===== config.mk =====
export PLATFORM = sky130hd
export DESIGN_NAME = spi_mcp4922_dac
export DESIGN_NICKNAME = d
export VERILOG_FILES = /design/src/rtl/spi_mcp4922_dac.sv
export SDC_FILE = /design/constraint.sdc
export NUM_CORES = 1
export LEC_CHECK = 0
export ABC_AREA = 1
export BUFFER_PORTS_ARGS = -buffer_cell sky130_fd_sc_hd__buf_4
export CORE_MARGIN = 2
export CORE_UTILIZATION = 30
export DETAILED_ROUTE_END_ITERATION = 10
export SYNTH_ARGS = -nofsm -noshare
export SYNTH_HDL_FRONTEND = slang
export SYNTH_SLANG_ARGS = --single-unit
export TNS_END_PERCENT = 5

===== constraint.sdc =====
create_clock -name clk -period 1.9 [get_ports clk]
set_clock_uncertainty 0.2 [all_clocks]
set_input_delay 0.285 -clock clk [delete_from_list [all_inputs] [get_ports clk]]
set_output_delay 0.285 -clock clk [all_outputs]
set_load 0.02 [all_outputs]

===== src/rtl/spi_mcp4922_dac.sv =====
`timescale 1ns/1ps
// spi_mcp4922_dac
//   SPI master for an MCP4922 12-bit DAC. It takes a sample over a valid/ready
//   handshake and shifts out the 16-bit write command {CH, BUF, GA_N, SHDN_N=1, D}
//   in SPI mode 0, MSB first. It then pulses LDAC low so the analog output updates.
//   Build option: define DAC_STEREO_EN to add i_DATA_B. One handshake then sends
//   frame A, a CS-high gap, and frame B, and a single LDAC pulse updates both outputs.
// Ports
//   clk, reset    system clock, synchronous active-high reset
//   EN            core enable; low aborts a frame in progress
//   i_DATA        channel A sample      i_DATA_B  channel B sample (stereo only)
//   i_VALID       sample valid          o_READY   core accepts this cycle
//   MOSI/SCK/CS   SPI to DAC (SCK idles low, CS active low)
//   LDAC          DAC latch, active low
//   BUSY          high from acceptance until the end of the post-frame gap
module spi_mcp4922_dac #(
    parameter int SCK_HALF   = 8,
    parameter int CS_SETUP   = 8,
    parameter int CS_HOLD    = 8,
    parameter int CS_GAP     = 8,
    parameter int LDAC_WIDTH = 14,
    parameter bit BUF        = 1'b0,
    parameter bit GA_N       = 1'b1
) (
    input  logic        clk,
    input  logic        reset,
    input  logic        EN,
    input  logic [11:0] i_DATA,
`ifdef DAC_STEREO_EN
    input  logic [11:0] i_DATA_B,
`endif
    input  logic        i_VALID,
    output logic        o_READY,
    output logic        MOSI,
    output logic        SCK,
    output logic        CS,
    output logic        LDAC,
    output logic        BUSY
);
    localparam int CW = 16;

    typedef enum logic [2:0] {IDLE, SETUP, SHIFT, HOLD, GAP_CH, LATCH, GAP} state_t;

    state_t         state;
    logic [CW-1:0]  cnt;
    logic [3:0]     bit_cnt;
    logic [14:0]    shreg;      // bits still to send after the one on MOSI
    logic [15:0]    cmd_a;

    assign cmd_a = {1'b0, BUF, GA_N, 1'b1, i_DATA};

`ifdef DAC_STEREO_EN
    logic           ch;
    logic [11:0]    data_b;
    logic [15:0]    cmd_b;
    assign cmd_b = {1'b1, BUF, GA_N, 1'b1, data_b};
`endif

    always_ff @(posedge clk) begin
        if (reset) begin
            state   <= IDLE;
            cnt     <= '0;
            bit_cnt <= '0;
            shreg   <= '0;
            o_READY <= 1'b0;
            MOSI    <= 1'b0;
            SCK     <= 1'b0;
            CS      <= 1'b1;
            LDAC    <= 1'b1;
            BUSY    <= 1'b0;
`ifdef DAC_STEREO_EN
            ch      <= 1'b0;
            data_b  <= '0;
`endif
        end else if (!EN && state != IDLE && state != GAP) begin
            // Abort: park the bus, skip LDAC, still enforce a full gap.
            state   <= GAP;
            cnt     <= '0;
            bit_cnt <= '0;
            MOSI    <= 1'b0;
            SCK     <= 1'b0;
            CS      <= 1'b1;
            LDAC    <= 1'b1;
        end else begin
            case (state)
                IDLE: begin
                    o_READY <= EN;
                    if (i_VALID && o_READY) begin
                        o_READY <= 1'b0;
                        BUSY    <= 1'b1;
                        state   <= SETUP;
                        cnt     <= '0;
                        bit_cnt <= '0;
                        CS      <= 1'b0;
                        MOSI    <= cmd_a[15];
                        shreg   <= cmd_a[14:0];
`ifdef DAC_STEREO_EN
                        ch      <= 1'b0;
                        data_b  <= i_DATA_B;
`endif
                    end
                end
                SETUP: begin
                    cnt <= cnt + 1'b1;
                    if (cnt == CW'(CS_SETUP - 1)) begin
                        state <= SHIFT;
                        cnt   <= '0;
                    end
                end
                SHIFT: begin
                    cnt <= cnt + 1'b1;
                    if (cnt == CW'(SCK_HALF - 1))
                        SCK <= 1'b1;
                    // MOSI only moves on the falling edge, so it is stable at every rise.
                    if (cnt == CW'(2 * SCK_HALF - 1)) begin
                        SCK <= 1'b0;
                        cnt <= '0;
                        if (bit_cnt == 4'd15) begin
                            state <= HOLD;
                            MOSI  <= 1'b0;
                        end else begin
                            bit_cnt <= bit_cnt + 1'b1;
                            MOSI    <= shreg[14];
                            shreg   <= {shreg[13:0], 1'b0};
                        end
                    end
                end
                HOLD: begin
                    cnt <= cnt + 1'b1;
                    if (cnt == CW'(CS_HOLD - 1)) begin
                        CS    <= 1'b1;
                        cnt   <= '0;
                        state <= LATCH;
`ifdef DAC_STEREO_EN
                        if (!ch)
                            state <= GAP_CH;
`endif
                    end
                end
`ifdef DAC_STEREO_EN
                GAP_CH: begin
                    cnt <= cnt + 1'b1;
                    if (cnt == CW'(CS_GAP - 1)) begin
                        state   <= SETUP;
                        cnt     <= '0;
                        bit_cnt <= '0;
                        ch      <= 1'b1;
                        CS      <= 1'b0;
                        MOSI    <= cmd_b[15];
                        shreg   <= cmd_b[14:0];
                    end
                end
`endif
                LATCH: begin
                    // First cycle after CS rise keeps LDAC high; the pulse follows.
                    cnt <= cnt + 1'b1;
                    if (cnt == '0)
                        LDAC <= 1'b0;
                    if (cnt == CW'(LDAC_WIDTH)) begin
                        LDAC  <= 1'b1;
                        state <= GAP;
                        cnt   <= '0;
                    end
                end
                GAP: begin
                    cnt <= cnt + 1'b1;
                    if (cnt == CW'(CS_GAP - 1)) begin
                        state <= IDLE;
                        cnt   <= '0;
                        BUSY  <= 1'b0;
                    end
                end
                default: state <= IDLE;
            endcase
        end
    end
endmodule


==> results of run 1 <==
critical path: stages, from the launching register on:
cell     delay (ns)
dfxtp_1        0.34
ha_2           0.21
buf_4          0.12
nand3_1        0.07
nor2_1         0.12
nand2_1        0.09
nand2_2        0.11
nand3_4        0.15
o21ai_4        0.24
nor2_1         0.07
layer usage:
metal / global-route usage, % / up-vias
li1: - / 1225
met3: 3.304 / 2
met1: 16.35 / 1045
met4: 2.819 / 0
met5: 0 / -
met2: 22.00 / 60
worst max-delay path by stage:
stage | startpoint | endpoint | cells past startpoint
final | cnt[1] | cnt[14] | 9
after global routing | cnt[1] | cnt[14] | 9
after CTS | cnt[0] | cnt[14] | 9
after detailed placement | cnt[0] | cnt[14] | 9
after global placement | cnt[0] | cnt[14] | 9
after floorplan | cnt[0] | cnt[6] | 10
layout by cell type (no fill, tap or decap), types with 7 or more instances in the layout:
cell type and count:
nor2_2 7, nand3_1 17, a21oi_1 30, nand4_1 8, buf_4 46, clkbuf_8 7, inv_2 9, nor2_1 29
o21ai_0 30, nand2_1 72, nor3_1 11, inv_1 39, dfxtp_1 40
power by group through the flow:
| stage | Sequential, µW | Clock [µW] | Combinational [µW] |
|---|---|---|---|
| 6_report | 1220 | 791 | 1980 |
| 5_1_grt | 1250 | 853 | 2200 |
| 4_1_cts | 1210 | 812 | 1820 |
| 3_5_place_dp | 1240 | 0 | 1810 |
| 3_3_place_gp | 1230 | 0 | 1800 |
| 2_1_floorplan | 1240 | 0 | 1260 |
synthesized netlist by cell type, types with 2 or more instances:
master / count
nand2_1: 74
dfxtp_1: 44
inv_1: 42
nor2_1: 34
o21ai_0: 33
a21oi_1: 30
nand3_1: 17
nor3_1: 11
nand4_1: 8
inv_2: 7
nand2_2: 5
xor2_1: 5
ha_1: 4
buf_6: 3
clkbuf_1: 3
nand3_2: 3
nor2_2: 3
nor2_4: 3
buf_2: 2
nand3_4: 2
nor3b_1: 2
o21ai_1: 2
o21bai_1: 2
layout make-up:
class,instances,area (µm²)
clock buffers,7,96.34
clock inverters,1,30.03
fillers,821,4701
inverters,49,187.7
multi-input cells,247,1313
flip-flops and latches,44,885.9
well taps,102,127.6
repair buffers,49,386.6
metrics by stage:
| step | hold slack, ns | cell area, µm² | std cells |
|---|---|---|---|
| floorplan | 0.1541 | 2391 | 348 |
| global placement | 0.2363 | 2799 | 485 |
| detailed placement | 0.2373 | 2799 | 485 |
| CTS | 0.04929 | 2935 | 494 |
| global route | 0.05541 | 3027 | 499 |
| finish | 0.05659 | 3027 | 499 |
kinds of logic after synthesis:
family          after synthesis
simple gates                166
compound gates               72
buf+inv                      57
flops                        44
xor+xnor                      5
fa+ha+maj                     4
state kept, by name, indices dropped and copies added, names as in the netlist:
name / count
BUSY: 1
state: 3
shreg: 15
SCK: 1
CS: 1
LDAC: 1
o_READY: 1
bit_cnt: 4
cnt: 16
MOSI: 1
what timing repair did:
action                     CTS  global route
hold endpoints to repair     4             0
setup endpoints to repair    1            38
hold buffers                 1             0
resized for setup            0            23
buffers inserted             0             5
pin swaps                    0             4
==> results.ini, run 1 <==
[detailed_routing]
via_count = 2332
post-route-drc-count = 0
drt-met1-wl_mm = 2.756
dr_wl_met2_mm = 2.540
wl_per_cell_um = 11.23
first_pass_iters = 4
highest_layer = met4
route.met3.wl_um = 299
ant_nets = 0
drtIter0Drc = 110
routed_wirelength_mm = 5.606
via_per_inst = 4.673

[global_routing]
grt_pass1_vias = 2107
gr-total-overflow = 0
grt_max_degree = 30
grt_usage_pct = 12.89
grt_pass1_wl_mm = 9.259
antenna_found_initial = 0

[sta]
drv_slew = 0
fmax_mhz = 545.2
period_minus_slack_ns = 1.834
worst_slack_ns = 0.06596
grt_setup_unrepaired = true
hold_violations = 0
setup_tns_ns = 0
max_slew_margin_pct = 81.16
setup_violations = 0
worst_pin_slew_ns = 0.2816
post-route-period-util_pct = 96.53

[logic_synthesis]
muxShareOfSynthArea_pct = 0
yosysWarnings = 0
synth_simple_gate_area_share_pct = 33.28
synth-async-reset-ratio_pct = 0
postSynthCellCount = 348
netlist.area_leader.share_pct = 36.84
synthXorXnorAreaFrac_pct = 1.832
synth_ff_type = dfxtp_1
ys_seq_elements = 44
syn_avg_cell_area_um2 = 6.871
synth_edf_count = 0
netlist_area_um2 = 2391
synthAdderAreaFrac_pct = 2.093
syn-num-nets = 368
synth_compound_area_share_pct = 15.96
synth_top_family_by_area = simple AND/OR/NAND/NOR gates
synth_area_leader_cell = dfxtp_1
yosysSeqAreaShare_pct = 36.84
synthDistinctLibCells = 32
synth.area.top_cells = dfxtp_1, nand2_1, o21ai_0

[run_status]
status = finished, final reports clean

[run]
max_cap_violations = 0

[pwr]
p_sw_uw = 1631
power.clock.fraction_pct = 19.8
vdd.ir_drop.worst_v = 0.0004973
p_sw_share_pct = 40.88
cellPowerDensity_nw_per_um2 = 1318
comb_power_share_pct = 49.5
intPower_uw = 2358
power.share.sequential_pct = 30.6
p_leak_uw = 0.001290
totalPowerFinal_uw = 3989

[setup_path]
reg2reg_from = cnt[1]
worstSetupStartpointType = flop
critical_path_arrival_ns = 1.82
r2r_cells = 9
r2r_slack_ns = 0.07
timing.rr.end = cnt[14]
crit_fanout = 6
end_kind = flop
critPathKind = flop to flop
worstPathRequired_ns = 1.89

[final_layout]
diodes = 0
layout-drive-gt1-share_pct = 24.69
area_delta_synth_final_pct = 26.58
nNetsFinal = 416
post-route-util_pct = 39.17

[hold_path]
whs_endpoint = o_READY
holdPathStages = 3
worstHoldStart = EN
hold_path_class = input pin to flop

[cts]
cts.sinks = 44
cts_tree = yes
cts.path.max_buffers = 2
cts_buffers = 5
path_clk_slew_ns = 0.09
clk_latency_ns = 0.30
root_buffer = clkbuf_8
cts-htree-levels = 2

[placement]
io_buffers = 21
dp.final_hpwl_mm = 4.192
gp_congestion = 0.8964
preCtsSetupSlack_ns = 0.005783

[floorplan]
rows = 32
die_y_um = 93.28
start_util_pct = 30.94
die_area_um2 = 8700
chipWidth_um = 93.28
io_pins = 22
core_area_um2 = 7727

No activity file was read; power rests on OpenSTA's default activity.
==> run 2, diff against run 1 <==
Settings changed: CORE_UTILIZATION 30 to 62, PLACE_DENSITY set to 0.83.
Clock period 1.9 ns to 2.3 ns, I/O delays scaled along.
==> run 2 against run 1 <==
Effect of this change:
- critical endpoint is now shreg[12]
- flip-flop and latch count stayed put
- first-iteration DRC count is 70% higher
- count of clock-buffer cells in the layout is 1 lower
- routed wire length is 15% lower
==> results.ini, run 2 (synthesis gave the netlist of run 1 again) <==
[global_routing]
grt_pass1_wl_mm = 8.293
grt_max_degree = 30
grt_pass1_vias = 1973
gr-total-overflow = 0
antenna_found_initial = 0
grt_usage_pct = 24.14

[floorplan]
rows = 22
start_util_pct = 64.82
chipWidth_um = 66.10
die_y_um = 66.10
die_area_um2 = 4369
core_area_um2 = 3689
io_pins = 22

[final_layout]
diodes = 0
seq_area_um2 = 880.8
finalNonFillerCells = 420
top_register = cnt
top_regs = cnt (16), shreg (15), bit_cnt (4)
final_cell_mix = nand2_1, dfxtp_1, inv_1
area_delta_synth_final_pct = 11.30
nNetsFinal = 392
nFillCells = 320
mostFrequentLayoutCell = nand2_1
layout-drive-gt1-share_pct = 15.32
largest_reg_flops = 16
multiInputGateArea_um2 = 1271

[detailed_routing]
via_count = 2245
ant_nets = 0
via_per_inst = 5.345
routed_wirelength_mm = 4.758
wl_per_cell_um = 11.33
drtIter0Drc = 187
first_pass_iters = 4
post-route-drc-count = 0

[pwr]
vdd.ir_drop.worst_v = 0.0007506
totalPowerFinal_uw = 2754
cellPowerDensity_nw_per_um2 = 1035
p_leak_uw = 0.001150

[hold_path]
hold_path_class = input pin to flop
worstHoldStart = reset
holdPathStages = 2

[placement]
dp.final_hpwl_mm = 3.542
place_inst = 413
io_buffers = 21
gp_congestion = 0.9205

[setup_path]
reg2reg_from = cnt[0]
worstPathRequired_ns = 2.32
crit_fanout = 29
r2r_cells = 9
critical_path_arrival_ns = 2.07
critPathKind = flop to flop
startpoint = cnt[0]
worstSetupStartpointType = flop
end_kind = flop

[cts]
cts.sinks = 44
post_cts_buffers = 0
cts.path.max_buffers = 2
hold_buffers = 0
cts_tree = yes
root_buffer = clkbuf_8
cts-htree-levels = 2
clk_latency_ns = 0.29
cts_buffers = 5
path_clk_slew_ns = 0.08
postCtsResizedCells = 0

[sta]
post-route-period-util_pct = 89.22
grt_setup_unrepaired = false
period_minus_slack_ns = 2.052
setup_tns_ns = 0
setup_violations = 0
max_slew_margin_pct = 79.23
worst_pin_slew_ns = 0.3105
fmax_mhz = 487.3
hold_violations = 0
drv_slew = 0

[run]
max_cap_violations = 0

[run_status]
status = finished, final reports clean

run 2: cell count changes in the layout (fill, tap and decap cells not counted), moves of 3 or more:
cell / change
o21ai_0: +3
dfxtp_2: -4
nor2_2: -4
dfxtp_1: +4
buf_4: -21
nor2_1: +5
inv_1: +3
run 2: routing by layer:
layer	up-vias	GRT usage, %	routed length, µm
met4	0	6.633	34
met5	-	0	0
met3	4	5.622	238
li1	1180	-	-
met1	1012	31.38	2259
met2	49	40.00	2225
run 2: cell type report:
cell class	instances	area share [%]
multi-input cells	247	47.77
flip-flops and latches	44	33.10
clock inverters	1	0.1881
well taps	48	2.257
clock buffers	6	2.727
repair buffers	25	7.052
inverters	49	6.911
run 2: worst paths after layout:
check	end	slack, ns
worst max register to register	shreg[12]	0.25
worst min register to register	shreg[9]	0.25
worst max-delay path	shreg[12]	0.25
worst min-delay path	shreg[0]	0.06
run 2: per-stage QoR:
| step | instance area (µm²) | setup WS, ns | util [%] | hold slack, ns |
|---|---|---|---|---|
| global route | 2661 | 0.06555 | 72.15 | 0.04701 |
| floorplan | 2391 | 0.5420 | - | 0.2141 |
| detailed placement | 2584 | 0.2597 | 70.05 | 0.2396 |
| global placement | 2584 | 0.3432 | 70.05 | 0.2363 |
| finish | 2661 | 0.2480 | 72.15 | 0.06150 |
| CTS | 2661 | 0.2317 | 72.15 | 0.05389 |
run 2: worst max-delay path, stage by stage, from the launching register on:
cell and delay (ns):
dfxtp_1 0.40, ha_1 0.27, nand3_2 0.11, nor2_1 0.18
nand2_1 0.11, nand2_4 0.11, nand3_2 0.06, buf_4 0.21
o21bai_1 0.18, a21oi_1 0.13
run 2: where the power goes:
part	leakage [µW]	switching, µW	internal [µW]
clock network	0.0000410	252	207
logic	0.000751	865	415
registers	0.000358	91.7	923
